File: config.mk
export PLATFORM = sky130hd
export DESIGN_NAME = btn_debounce_flat
export DESIGN_NICKNAME = d
export VERILOG_FILES = /design/src/rtl/btn_pkg.sv /design/src/rtl/btn_debounce_if.sv /design/src/rtl/btn_sync.sv /design/src/rtl/btn_debounce.sv /design/src/flat_wrapper.sv
export SDC_FILE = /design/constraint.sdc
export NUM_CORES = 1
export LEC_CHECK = 0
export ABC_AREA = 1
export CAP_MARGIN = 20
export CORE_UTILIZATION = 30
export DETAILED_ROUTE_END_ITERATION = 6
export GPL_ROUTABILITY_DRIVEN = 1
export HOLD_SLACK_MARGIN = 0.06
export SLEW_MARGIN = 10
export SYNTH_ARGS = -nofsm -noshare
export SYNTH_HDL_FRONTEND = slang
export SYNTH_SLANG_ARGS = --single-unit
File: constraint.sdc
create_clock -name clk -period 2.29 [get_ports clk]
set_clock_uncertainty 0.15 [all_clocks]
set_input_delay 0.458 -clock clk [delete_from_list [all_inputs] [get_ports clk]]
set_output_delay 0.458 -clock clk [all_outputs]
set_load 0.01 [all_outputs]
File: src/rtl/btn_pkg.sv
// rtl/btn_pkg.sv - shared state encoding and 50 MHz default timing for the button front end
package btn_pkg;

    typedef enum logic [1:0] {
        IDLE_LOW    = 2'd0,
        WAIT_HIGH   = 2'd1,
        STABLE_HIGH = 2'd2,
        WAIT_LOW    = 2'd3
    } btn_state_t;

    localparam int DEF_SYNC_STAGES     = 2;
    localparam int DEF_DEBOUNCE_CYCLES = 1_000_000;
    localparam int DEF_LONG_CYCLES     = 50_000_000;

endpackage

File: src/rtl/btn_debounce_if.sv
// rtl/btn_debounce_if.sv - raw button input and debounced level/pulse outputs
interface btn_debounce_if;

    logic btn_in;
    logic btn_level;
    logic btn_rise;
    logic btn_fall;
    logic btn_long;

    modport master (
        input  btn_in,
        output btn_level,
        output btn_rise,
        output btn_fall,
        output btn_long
    );

    modport slave (
        output btn_in,
        input  btn_level,
        input  btn_rise,
        input  btn_fall,
        input  btn_long
    );

endinterface

File: src/rtl/btn_sync.sv
// rtl/btn_sync.sv - STAGES-deep flop chain bringing an asynchronous pin into clk
module btn_sync #(
    parameter int STAGES = 2
) (
    input  logic clk,
    input  logic rst,
    input  logic d,
    output logic q
);

    logic [STAGES-1:0] ff;

    always_ff @(posedge clk or posedge rst) begin
        if (rst) begin
            ff <= '0;
        end else begin
            ff <= {ff[STAGES-2:0], d};
        end
    end

    assign q = ff[STAGES-1];

endmodule

File: src/rtl/btn_debounce.sv
// rtl/btn_debounce.sv - pushbutton synchroniser + debouncer with level, edge and long-press outputs
// Optional long-press counter is built only when BTN_LONGPRESS_EN is defined.
module btn_debounce
    import btn_pkg::*;
#(
    parameter int SYNC_STAGES     = DEF_SYNC_STAGES,
    parameter int DEBOUNCE_CYCLES = DEF_DEBOUNCE_CYCLES,
    parameter int LONG_CYCLES     = DEF_LONG_CYCLES
) (
    input  logic           clk,
    input  logic           rst,
    btn_debounce_if.master bus
);

    localparam int             CW       = $clog2(DEBOUNCE_CYCLES);
    localparam logic [CW-1:0]  CNT_ONE  = CW'(1);
    localparam logic [CW-1:0]  CNT_LAST = CW'(DEBOUNCE_CYCLES - 1);

    if (SYNC_STAGES < 2 || DEBOUNCE_CYCLES < 2 || LONG_CYCLES < 2) begin : g_param_check
        $error("btn_debounce: SYNC_STAGES, DEBOUNCE_CYCLES and LONG_CYCLES must all be >= 2");
    end

    logic          s;
    btn_state_t    state, state_nxt;
    logic [CW-1:0] cnt, cnt_nxt;
    logic          level_q, level_nxt;
    logic          rise_q, rise_nxt;
    logic          fall_q, fall_nxt;

    btn_sync #(.STAGES(SYNC_STAGES)) u_sync (
        .clk (clk),
        .rst (rst),
        .d   (bus.btn_in),
        .q   (s)
    );

    always_ff @(posedge clk or posedge rst) begin
        if (rst) begin
            state   <= IDLE_LOW;
            cnt     <= '0;
            level_q <= 1'b0;
            rise_q  <= 1'b0;
            fall_q  <= 1'b0;
        end else begin
            state   <= state_nxt;
            cnt     <= cnt_nxt;
            level_q <= level_nxt;
            rise_q  <= rise_nxt;
            fall_q  <= fall_nxt;
        end
    end

    // Every exit from a WAIT state clears cnt, so it never needs to wrap.
    always_comb begin
        state_nxt = state;
        cnt_nxt   = cnt;
        level_nxt = level_q;
        rise_nxt  = 1'b0;
        fall_nxt  = 1'b0;
        case (state)
            IDLE_LOW: begin
                if (s) begin
                    state_nxt = WAIT_HIGH;
                    cnt_nxt   = CNT_ONE;
                end
            end
            WAIT_HIGH: begin
                if (!s) begin
                    state_nxt = IDLE_LOW;
                    cnt_nxt   = '0;
                end else if (cnt == CNT_LAST) begin
                    state_nxt = STABLE_HIGH;
                    cnt_nxt   = '0;
                    level_nxt = 1'b1;
                    rise_nxt  = 1'b1;
                end else begin
                    cnt_nxt = cnt + CNT_ONE;
                end
            end
            STABLE_HIGH: begin
                if (!s) begin
                    state_nxt = WAIT_LOW;
                    cnt_nxt   = CNT_ONE;
                end
            end
            WAIT_LOW: begin
                if (s) begin
                    state_nxt = STABLE_HIGH;
                    cnt_nxt   = '0;
                end else if (cnt == CNT_LAST) begin
                    state_nxt = IDLE_LOW;
                    cnt_nxt   = '0;
                    level_nxt = 1'b0;
                    fall_nxt  = 1'b1;
                end else begin
                    cnt_nxt = cnt + CNT_ONE;
                end
            end
            default: begin
                state_nxt = IDLE_LOW;
                cnt_nxt   = '0;
            end
        endcase
    end

    assign bus.btn_level = level_q;
    assign bus.btn_rise  = rise_q;
    assign bus.btn_fall  = fall_q;

`ifdef BTN_LONGPRESS_EN
    localparam int            LW        = $clog2(LONG_CYCLES);
    localparam logic [LW-1:0] LONG_ONE  = LW'(1);
    localparam logic [LW-1:0] LONG_LAST = LW'(LONG_CYCLES - 1);

    logic [LW-1:0] lcnt;
    logic          long_fired;
    logic          long_q;

    // Counter saturates at LONG_LAST; long_fired blocks a repeat until the high phase ends.
    always_ff @(posedge clk or posedge rst) begin
        if (rst) begin
            lcnt       <= '0;
            long_fired <= 1'b0;
            long_q     <= 1'b0;
        end else begin
            long_q <= 1'b0;
            if (state == STABLE_HIGH && s) begin
                if (lcnt != LONG_LAST) begin
                    lcnt <= lcnt + LONG_ONE;
                end else if (!long_fired) begin
                    long_q     <= 1'b1;
                    long_fired <= 1'b1;
                end
            end else begin
                lcnt       <= '0;
                long_fired <= 1'b0;
            end
        end
    end

    assign bus.btn_long = long_q;
`else
    assign bus.btn_long = 1'b0;
`endif

endmodule

File: src/flat_wrapper.sv
// flat-port wrapper written by rule: the top's interface ports become plain ports
module btn_debounce_flat import btn_pkg::*;
#(
    parameter int SYNC_STAGES     = DEF_SYNC_STAGES,
    parameter int DEBOUNCE_CYCLES = DEF_DEBOUNCE_CYCLES,
    parameter int LONG_CYCLES     = DEF_LONG_CYCLES
)
  (clk, rst, bus_btn_in, bus_btn_level, bus_btn_rise, bus_btn_fall, bus_btn_long);
  btn_debounce_if bus_i ();
  input  logic clk;
  input  logic rst;
  input wire logic [$bits(bus_i.btn_in)-1:0] bus_btn_in;
  output wire logic [$bits(bus_i.btn_level)-1:0] bus_btn_level;
  output wire logic [$bits(bus_i.btn_rise)-1:0] bus_btn_rise;
  output wire logic [$bits(bus_i.btn_fall)-1:0] bus_btn_fall;
  output wire logic [$bits(bus_i.btn_long)-1:0] bus_btn_long;
  assign bus_i.btn_in = bus_btn_in;
  assign bus_btn_level = bus_i.btn_level;
  assign bus_btn_rise = bus_i.btn_rise;
  assign bus_btn_fall = bus_i.btn_fall;
  assign bus_btn_long = bus_i.btn_long;
  btn_debounce #(.SYNC_STAGES(SYNC_STAGES), .DEBOUNCE_CYCLES(DEBOUNCE_CYCLES), .LONG_CYCLES(LONG_CYCLES)) u_core (.clk(clk), .rst(rst), .bus(bus_i));
endmodule
* Word level (Yosys, flattened, before mapping)
Index checks and enable logic that the tools add are counted.
Operators by class: $add $sub $neg 1, multipliers 0, divide/modulo/power cells 0, order comparisons 0, equality and inequality tests 12, shift operators 0, multiplexer cells 23, bitwise gates (word level) 0, reductions and logical operators 5
Operator list (count):
- 20-bit 2-to-1 mux | 5
- 20-bit case mux with 4 select lines | 1
- 20-bit by 1-bit adder with 20-bit output (second input constant) | 1
- 20-bit == test (second input constant) | 1
- 2-bit 2-to-1 mux | 6
- 1-bit 2-to-1 mux | 9
- 2-bit inequality test (second input constant) | 4
- 2-bit case mux with 4 select lines | 1
- 3-bit by 2-bit inequality test with 1-bit output (second input constant) | 2
- 5-bit AND reduction | 1
- 2-bit == test (second input constant) | 2
- 2-bit by 1-bit inequality test with 1-bit output (second input constant) | 2
- 4-bit AND reduction | 1
- 2-bit by 1-bit == test with 1-bit output (second input constant) | 1
- 2-bit logical NOT | 1
- 1-bit case mux with 2 select lines | 1
- 2-bit AND reduction | 1
- 2-bit nonzero test | 1
Storage, ports and cells: flip-flop bits (word level) 27, latch bits 0, memory bits (writable) 0, memory bits (read-only) 0, bits of input ports 3, output and inout port bits 4, word-level logic and storage cells 47, memories 0

* Depth between registers and ports, before layout
depth after elaboration 4, gate-level depth with buffers 10, mapped depth without buffers 10

* Cells and area by module
From an unflattened synthesis, not the netlist that was laid out.
Unflattened totals: cell total of the unflattened synthesis 232, area, all modules 1644.1 µm²
By module, submodules not included:
- btn_debounce | times used 1, cells each 229, area each 1590.3 µm², sequential area each 625.6 µm²
- btn_sync | times used 1, cells each 3, area each 53.8 µm², sequential area each 50.0 µm²

* Least setup slack after synthesis
No wires, ideal clock.
path kind reg2reg, start register u_core.cnt[0], end register u_core.cnt[4], setup time 129 ps, arrival time 1275 ps, data required time 2011 ps, slack 736 ps, cell stages (with the launch flop) 8, path buffers 1, period minus slack after synthesis 1554 ps, cells stage by stage dfrtp_1 > ha_1 > nand2_2 > nor3_4 > nand3_2 > nand2_2 > buf_8 > o22ai_1
Between the ends: cells in the longest elaborated chain, start to end 4, elaborated cells on any way between the ends 6, those cells by class 1 x add/sub; 1 x eq/ne; 4 x mux
RTL lines:
- start, declared | RTL line btn_debounce.sv:25 | logic [CW-1:0] cnt, cnt_nxt;
- start signal, assigned | RTL line btn_debounce.sv:46 | cnt <= cnt_nxt;
- 20-bit by 1-bit adder with 20-bit output or 20-bit == test (tied branches)
- 20-bit 2-to-1 mux (*) | RTL line btn_debounce.sv:71, btn_debounce.sv:90
- 20-bit 2-to-1 mux, on equally long branches | RTL line btn_debounce.sv:87, btn_debounce.sv:68
- 20-bit case mux with 4 select lines (*) | RTL line btn_debounce.sv:60 | case (state)
Every way passes the cells marked *; elsewhere a longest branch is shown, timed or not. A chain may end at the register's enable or synchronous reset.

* Worst setup path after layout
start register u_core.cnt[1], end register u_core.cnt[12]
The elaborated chain is that of the path after synthesis.

==> metrics.cfg <==
[clock_tree]
cts_resized=0
cts.sinks=27
postCtsHoldBufs=0
cts_tree=built
cts_made_buffers=3
insertion_delay_ps=270
clockBufferDepth=2
cts.clk_slew.worst_paths_ps=90
root_buffer=clkbuf_8
postCtsSetupRepairBufs=0
htreeDepth=1

[cells_and_area]
multi_input_area_sq_um=833
final_common_cell=nand2_1
regArea_sq_um=676
layout_common_cells=81 x nand2_1, 29 x inv_1, 28 x nor2_1, 27 x dfrtp_1, 15 x nand3_1
layout-drive-gt1-share_pct=10.3
num-fill-cells=564
area_growth_pct=10.2
finalNonFillerCells=313
diodes=0
fin_nets=248

[sta]
slew_violations=0
finalSetupTns_ps=0
max_freq_mhz=511
finalSetupViolCount=0
timing_hold_violations_final=0
rsz0062_at_grt=no
whs_ps=211
period_minus_slack_ps=1960
max_slew_margin_pct=64.7
post-route-period-util_pct=85.5
tightest_slew_ps=527

[route]
dr.pass1.iters=4
wirelength_mm=3.51
vias=1378
drc=0
ant_nets=0
wl_per_cell_um=11.2
vias_per_cell=4.40
drtIter0Drc=80

[worst_setup_path]
cp_num_buf_inv=1
critPathTopFamily=simple AND/OR/NAND/NOR gates
arrival_ps=1970
cp_max_fo=13
crit_chain=ha_1, nand2_2, nor3_4, nand3_2, nand2_2, inv_2, nand2_1, o21ai_0
crit_slowest_cell=dfrtp_1
crit_required_ps=2300
worst-r2r-cell-count=8
cpMostUsedCell=nand2_2
worst-setup-path-type=reg -> reg
end_kind=register
start_kind=register
crit_cells=8
cp_slowest_stage_delay_ps=390

[synthesis]
synth_seq_area_share_pct=40.8
synth_area_leader_cell=dfrtp_1
synthTopCellsByArea=dfrtp_1 41%, nand2_1 18%, inv_1 6.6%
synth_compound_area_share_pct=8.75
syn_area_per_cell_sq_um=7.02
netlist.area_leader.share_pct=40.8
ys_ff_latch=27
syn-num-nets=240
netlist_instances=236
synth_top_family_by_area=simple AND/OR/NAND/NOR gates
synth-adder-area-share_pct=0.755
synth_area_sq_um=1660
yosysWarnings=0
synthMuxAreaShare_pct=0
ys_types=26
synth_xor_area_share_pct=3.17
synthSimpleGateAreaFrac_pct=37.4

[worst_hold_path]
min_delay_path_depth=0
min-delay-path-class=reg -> reg

[floorplan]
io_pins=7
rows=26
floorplan.initialDensity_pct=31.9
chipWidth_um=76.3
die_y_um=76.3
die_area_sq_um=5830
core_sq_um=5200

[power]
ir_drop_mv=0.409
power.density_nw_per_um2=447
power.leakage_nw=0.816
switching_power_mw=0.194
power.share.clock_pct=33.7
seq_power_share_pct=60.2
switching_share_pct=23.8
combPwrFrac_pct=6.1
intPower_mw=0.623

[placement]
port_buffers=5
hpwl_mm=2.72
dp.cells=309
gp_congestion=0.849

[global_route]
met3_usage_pct=3.11
met1_usage_pct=18.8
grt-busiest-layer=met2
grt_usage_pct=13.5
grt_overflow=0
grt_pass1_wl_mm=6.35
grt_pass1_vias=1394
grtUsageMet2_pct=21.4
antenna_found_initial=0
grt_max_degree=28

[run_status]
status=finished clean

[flow_run]
cap_violations=0

-- registers in the layout, indices dropped and copies added (netlist names), named ones only --
signal,cells
u_core.bus.btn_fall,1
u_core.bus.btn_level,1
u_core.bus.btn_rise,1
u_core.cnt,20
u_core.state,1
u_core.u_sync.ff,2
-- metrics by stage --
stage	instance area (sq um)	util, %	setup slack (ps)	total power [mW]
2_1_floorplan	1660	-	736	0.539
3_3_place_gp	1780	34.2	420	0.553
3_5_place_dp	1780	34.2	334	0.553
4_1_cts	1830	35.1	310	0.832
5_1_grt	1830	35.1	75.3	0.862
6_report	1830	35.1	333	0.817
-- layer usage --
layer  up-vias  share of wire, %
met5         -                 0
met4         0               1.0
met3         4               3.8
met2        23                43
met1       604                52
li1        747                 -
-- path summary, 6_finish.rpt --
kind | start | to | slack, ps
min reg2reg | u_core.u_sync.ff[0]$_DFF_PP0_ | u_core.u_sync.ff[1]$_DFF_PP0_ | 210
max | u_core.cnt[1]$_DFFE_PP0P_ | u_core.cnt[12]$_DFFE_PP0P_ | 330
max in group asynchronous | rst | u_core.cnt[2]$_DFFE_PP0P_ | 1360
min in group asynchronous | rst | u_core.cnt[17]$_DFFE_PP0P_ | 370
max reg2reg | u_core.cnt[1]$_DFFE_PP0P_ | u_core.cnt[12]$_DFFE_PP0P_ | 330
min | u_core.u_sync.ff[0]$_DFF_PP0_ | u_core.u_sync.ff[1]$_DFF_PP0_ | 210
-- area by class of cell --
| cell class | instances | area share [%] |
|---|---|---|
| clock buffer | 3 | 2.26 |
| clock inverter | 1 | 0.411 |
| inverter | 31 | 6.37 |
| multi-input combinational | 174 | 45.6 |
| sequential | 27 | 37.0 |
| tap | 70 | 4.79 |
| timing repair buffer | 7 | 3.56 |
-- power groups by stage --
stage | clock network, mW | logic, mW | registers [mW]
6_report | 0.275 | 0.0501 | 0.492
5_1_grt | 0.308 | 0.0603 | 0.494
4_1_cts | 0.288 | 0.0521 | 0.492
3_5_place_dp | 0 | 0.0520 | 0.501
3_3_place_gp | 0 | 0.0522 | 0.501
2_1_floorplan | 0 | 0.0397 | 0.499
-- Yosys cell counts --
cell type and number:
o22ai_1 4, nand2_1 81, nand2_2 3, o21ai_0 9, nor2_4 1, nor3_1 2, xor2_1 6, o21bai_1 1
dfrtp_1 27, nor3_4 1, inv_2 2, conb_1 1, nor2_2 5, buf_8 1, and2_1 1, inv_1 29
o21ai_1 2, a21oi_1 1, nand3_1 15, o21ai_2 6, nand4_1 5, ha_1 1, nand3_2 1, buf_4 1
nor2_1 28, buf_2 2
-- cells by family after synthesis --
group                      Yosys count
and+or+nand+nor                    143
buffers and inverters               35
DFF                                 27
AOI/OAI and AO/OA                   23
xor gates and xnor gates             6
adders and majority gates            1
other                                1
-- worst register-to-register path, stage by stage (launching register included) --
cell	delay, ps
dfrtp_1	390
ha_1	240
nand2_2	110
nor3_4	250
nand3_2	120
nand2_2	290
inv_2	150
nand2_1	90
o21ai_0	70
Power figures use the tool's default switching activity.
